==> src/rtl/alu_op_sequencer.sv <==
// Purpose : sequences one register-level ALU command through ALU_REG (load A, load B, capture F, write back).
// Latency : accept edge in cycle 0, done pulse in cycle 4, result readable on dbg_data from cycle 5.
// Backpr. : cmd_ready is low for the whole 5-cycle sequence; cmd_valid while busy is ignored, nothing queues.
//
// Ports:
//   clk, rst_n                       shared clock, async active-low reset
//   cmd_valid/cmd_ready              command handshake
//   cmd_op/rs1/rs2/rd/imm_en/imm     command fields, sampled only on the accept edge
//   ALU_OP, Data_A, Data_B           op and operands presented to ALU_REG
//   ld_A, ld_B, ld_F                 ALU_REG load enables, one cycle each
//   F, FR                            registered result and flags returned by ALU_REG
//   done, flags                      writeback pulse and flags captured at that writeback
//   busy                             high in every state except IDLE
//   dbg_addr/dbg_data                combinational register-file read port
module alu_op_sequencer #(
  parameter int DW = 32,
  parameter int AW = 5
) (
  input  logic          clk,
  input  logic          rst_n,

  input  logic          cmd_valid,
  output logic          cmd_ready,
  input  logic [3:0]    cmd_op,
  input  logic [AW-1:0] cmd_rs1,
  input  logic [AW-1:0] cmd_rs2,
  input  logic [AW-1:0] cmd_rd,
  input  logic          cmd_imm_en,
  input  logic [DW-1:0] cmd_imm,

  output logic [3:0]    ALU_OP,
  output logic [DW-1:0] Data_A,
  output logic [DW-1:0] Data_B,
  output logic          ld_A,
  output logic          ld_B,
  output logic          ld_F,
  input  logic [DW-1:0] F,
  input  logic [3:0]    FR,

  output logic          done,
  output logic [3:0]    flags,
  output logic          busy,

  input  logic [AW-1:0] dbg_addr,
  output logic [DW-1:0] dbg_data
);

  localparam int NREG = 1 << AW;

  typedef enum logic [2:0] {
    IDLE = 3'd0,
    LD_A = 3'd1,
    LD_B = 3'd2,
    EXEC = 3'd3,
    WB   = 3'd4
  } state_t;

  // Fields of the in-flight command still needed after the accept edge.
  // The op lives directly in ALU_OP and the A operand in Data_A, both of
  // which are captured on the accept edge itself.
  typedef struct packed {
    logic [AW-1:0] rs2;
    logic [AW-1:0] rd;
    logic          imm_en;
    logic [DW-1:0] imm;
  } cmd_t;

  state_t        state;
  cmd_t          cmd_q;
  logic [DW-1:0] rf [NREG];

  logic          accept;
  logic [DW-1:0] rs1_val;
  logic [DW-1:0] rs2_val;

  assign cmd_ready = (state == IDLE);
  assign busy      = (state != IDLE);
  assign accept    = cmd_valid && cmd_ready;

  // Register 0 is hard-wired to zero on every read port.
  assign rs1_val  = (cmd_rs1   == '0) ? '0 : rf[cmd_rs1];
  assign rs2_val  = (cmd_q.rs2 == '0) ? '0 : rf[cmd_q.rs2];
  assign dbg_data = (dbg_addr  == '0) ? '0 : rf[dbg_addr];

  // Sequencer FSM. Strobes are registered decodes of the next state, so each
  // one is high for exactly the cycle its state is current.
  always_ff @(posedge clk or negedge rst_n) begin
    if (!rst_n) begin
      state  <= IDLE;
      cmd_q  <= '0;
      ALU_OP <= '0;
      Data_A <= '0;
      Data_B <= '0;
      ld_A   <= 1'b0;
      ld_B   <= 1'b0;
      ld_F   <= 1'b0;
      done   <= 1'b0;
      flags  <= '0;
    end else begin
      ld_A <= 1'b0;
      ld_B <= 1'b0;
      ld_F <= 1'b0;
      done <= 1'b0;
      case (state)
        IDLE: begin
          if (accept) begin
            cmd_q  <= '{rs2: cmd_rs2, rd: cmd_rd, imm_en: cmd_imm_en, imm: cmd_imm};
            ALU_OP <= cmd_op;
            // rf cannot change between accept and LD_A, so reading A now
            // is identical to reading it during LD_A.
            Data_A <= rs1_val;
            ld_A   <= 1'b1;
            state  <= LD_A;
          end
        end
        LD_A: begin
          Data_B <= cmd_q.imm_en ? cmd_q.imm : rs2_val;
          ld_B   <= 1'b1;
          state  <= LD_B;
        end
        LD_B: begin
          ld_F  <= 1'b1;
          state <= EXEC;
        end
        EXEC: begin
          done  <= 1'b1;
          state <= WB;
        end
        WB: begin
          flags <= FR;
          state <= IDLE;
        end
        default: begin
          state <= IDLE;
        end
      endcase
    end
  end

  // Register file: single write port driven by the WB state. Operands were
  // captured earlier, so rd aliasing rs1/rs2 sees the old value.
  always_ff @(posedge clk or negedge rst_n) begin
    if (!rst_n) begin
      for (int i = 0; i < NREG; i++) begin
        rf[i] <= '0;
      end
    end else if (state == WB && cmd_q.rd != '0) begin
      rf[cmd_q.rd] <= F;
    end
  end

  // Load enables and done never overlap.
  a_strobe_onehot: assert property (@(posedge clk) disable iff (!rst_n)
    $onehot0({ld_A, ld_B, ld_F, done}));

  // A strobe is only ever raised while a command is in flight.
  a_strobe_busy: assert property (@(posedge clk) disable iff (!rst_n)
    (ld_A || ld_B || ld_F || done) |-> busy);

endmodule

==> config.mk <==
export PLATFORM = sky130hd
export DESIGN_NAME = alu_op_sequencer
export DESIGN_NICKNAME = d
export VERILOG_FILES = /design/src/rtl/alu_op_sequencer.sv
export SDC_FILE = /design/constraint.sdc
export NUM_CORES = 2
export LEC_CHECK = 0
export ABC_CLOCK_PERIOD_IN_PS = 3200
export BUFFER_PORTS_ARGS = -buffer_cell sky130_fd_sc_hd__clkbuf_2
export CAP_MARGIN = 40
export CELL_PAD_IN_SITES_DETAIL_PLACEMENT = 0
export CELL_PAD_IN_SITES_GLOBAL_PLACEMENT = 2
export CORE_UTILIZATION = 25
export CTS_CLUSTER_SIZE = 8
export DETAILED_ROUTE_END_ITERATION = 10
export GPL_TIMING_DRIVEN = 0
export PLACE_DENSITY = 0.52
export SYNTH_ARGS = -nofsm -noshare
export SYNTH_HDL_FRONTEND = slang
export SYNTH_SLANG_ARGS = --single-unit
==> constraint.sdc <==
create_clock -name clk -period 3.2 [get_ports clk]
set_input_delay 0.32 -clock clk [delete_from_list [all_inputs] [get_ports clk]]
set_output_delay 0.32 -clock clk [all_outputs]
set_load 0.05 [all_outputs]
==> out/metrics.yaml <==
cts_tree: "done"
clk_latency_ns: 0.87
timing.fmax_mhz: 307
dp_cells: 8721
cts.path.max_buffers: 3
cap_viol_max_count: 0
synthToLayoutAreaGrowth_pct: 20.5
finalNetCount: 5537
synth_top_family_by_area: "multiplexers"
synth_edf_count: 0
remaining_drc_errors: 0
synth_area_leaders: "dfrtp_1 (43%), mux4_2 (20%), mux2_2 (18%)"
cp-end-kind: "register"
synthArstFlopShare: 1.00
die_w_um: 519
setup_viol_count_final: 3
p_comb_frac: 0.437
grtUsageTotal: 0.273
synthSimpleGateAreaFrac: 0.0296
antenna_found_initial: 29
grt_pass1_wl_um: 493000
place_area_sq_mm: 0.0746
io_pins: 206
slew_headroom: 0.316
power_switching_uw: 29900
synth_ff_type: "dfrtp_1"
required_ns: 3.91
yosys.area_share.adder: 0
clk_pin_slew_ns: 0.07
violations: "setup timing"
synth_xor_area_frac: 0.000131
hpwl_um: 268000
hold_viol: 0
synth_cells: 4838
drt_iter0_drc: 5503
gp_congestion: 0.895
io_buffers: 196
syn_avg_cell_area_sq_um: 13.8
cts_sinks: 1146
wl_um: 372000
cts_buffers: 165
fin_crit_sh: 1.02
drv_slew: 0
synth_compound_area_frac: 0.0629
grt_max_degree: 100
fin_ws_ns: -0.0524
critPathKind: "reg2reg"
die_h_um: 519
viasPerCell: 5.69
drive_gt1_frac: 0.460
cts_root_buffer: "clkbuf_16"
yosysSeqAreaShare: 0.429
row_count: 189
final_cell_area_sq_mm: 0.0806
ys_types: 50
power_uw: 71200
fin_cells: 9019
grt_pass1_vias: 51700
fin_util: 0.304
muxShareOfSynthArea: 0.443
synth_top_area_share: 0.429
ant_nets: 0
ir_drop_mv: 0.585
cp.arrival_ns: 3.96
power.density_mw_per_mm2: 884
fin_skew_ns: 0.0701
vias: 51300
ys_warn_count: 0
mostFrequentLayoutCells: "dfrtp_1 (1146), mux2_2 (1053), mux4_2 (593), mux2i_1 (434), nand2_1 (309)"
hold_path.class: "in2async"
period_needed_ns: 3.25
die_area_sq_mm: 0.270
drtPass1Iterations: 5
synth_fp_nets: 4934
setup_tns_ns: -0.0788
crit_fanout: 10
p_leak_uw: 0.0334
cts_max_level: 4
status: "complete, but fails checks"
p_seq_frac: 0.326
start_util: 0.252
grt_overflow: 0
rsz0062_at_grt: "true"
synth_top_cell_by_area: "dfrtp_1"
fillers: 26900
clock_power_share: 0.237
core-area_sq_mm: 0.266
layout_commonest_cell: "dfrtp_1"
ys_ff_latch: 1146
syn_area_sq_mm: 0.0669
switching_share: 0.420
p_int_uw: 41300
worst_slew_pin_slew_ns: 1.03
wl_per_cell_um: 41.3
startpoint_type: "register"
layout make-up:
cell class / instances / area [sq um] / share of cell area
antenna: 8 / 20.0 / 0.000248
buffer: 552 / 2790 / 0.0346
clock buffer: 189 / 4310 / 0.0535
clock inverter: 15 / 294 / 0.00365
inverter: 2 / 7.51 / 0.0000931
multi-input combinational: 3137 / 36000 / 0.447
sequential: 1146 / 28700 / 0.356
tap: 3533 / 4420 / 0.0548
timing repair buffer: 437 / 4090 / 0.0508
what timing repair did:
action	CTS	global route
gates resized for setup	138	46
setup endpoints to repair	59	93
endpoints found under the hold margin	150	0
hold buffers	85	0
buffers inserted	2	0
flip-flops by register name, indices dropped and copies added, names as in the netlist:
name	flops
Data_A	32
ld_B	1
state	3
Data_B	32
cmd_q	43
ld_A	1
flags	4
rf	1024
ALU_OP	4
done	1
ld_F	1
synthesized netlist by cell type, types with 2 or more instances:
cell       number
nor2b_1        12
a22o_1          2
nor3_2          7
mux4_2        593
o41ai_1        30
mux2i_1       434
a211o_1         5
and3_1          3
dfrtp_1      1146
nand3_1        12
or3_1           2
nor2_1         48
or2_2           2
a221oi_1       30
a22oi_1       208
a211oi_1       27
mux2_2       1053
nor3b_1         2
o22ai_1        62
clkbuf_1      302
a21boi_0        6
a2111oi_0      27
nand2b_1       10
and2_1          3
buf_4          15
o21ai_0        42
buf_2         206
nor4_1          2
o211ai_1        6
nor3_1         33
buf_1          30
nand2_1       316
mux2_1          7
a21oi_1        88
o22a_1         26
and3b_1         2
o221ai_1       26
worst max-delay path, stage by stage (launching register included):
cell,delay (ns)
dfrtp_1,0.34
buf_2,0.21
buf_4,0.43
buf_2,0.48
mux2i_1,0.23
o22ai_1,0.14
a2111oi_1,0.79
nor3_1,0.24
o22a_1,0.23
path summary, 6_finish.rpt:
check	from	to	slack [ns]	cells after the start
max reg2reg	cmd_q[38]	Data_B[21]	-0.05	8
min in group clk	cmd_rs1[4]	Data_A[30]	0.08	3
max	cmd_q[38]	Data_B[21]	-0.05	8
max in group asynchronous	rst_n	Data_B[18]	0.47	7
min reg2reg	ALU_OP[3]	ALU_OP[3]	0.47	2
min	rst_n	ALU_OP[2]	0.03	2
layer usage:
metal  up-vias  GRT usage  share of wire
met4         6      0.131          0.055
met1     28200      0.369           0.43
met3       638     0.0659          0.078
met2      2478      0.409           0.44
met5         -          0       0.000094
li1      20000          -              -
per-stage QoR:
stage,hold WS (ns),worst slack (ns)
finish,0.0298,-0.0524
global route,0.0714,-0.0568
CTS,0.0207,-0.0258
detailed placement,0.391,-0.900
global placement,0.463,-29.56
floorplan,0.0244,0.564
kinds of logic (layout without fill, tap and decap cells):
kind of cell,count (synthesis),after routing
flops,1146,1146
simple gates,461,461
mux,2087,2087
compound gates,588,588
other cells,0,8
xor+xnor,1,1
buf+inv,555,1195
power groups by stage:
stage	clock [uW]	sequential [uW]	combinational, uW
finish	16900	23200	31100
floorplan	0	23200	16600
global route	17700	23800	32100
detailed placement	0	23300	30400
global placement	0	23200	29100
CTS	17200	23100	30800
(Power assumes the default switching activity.)
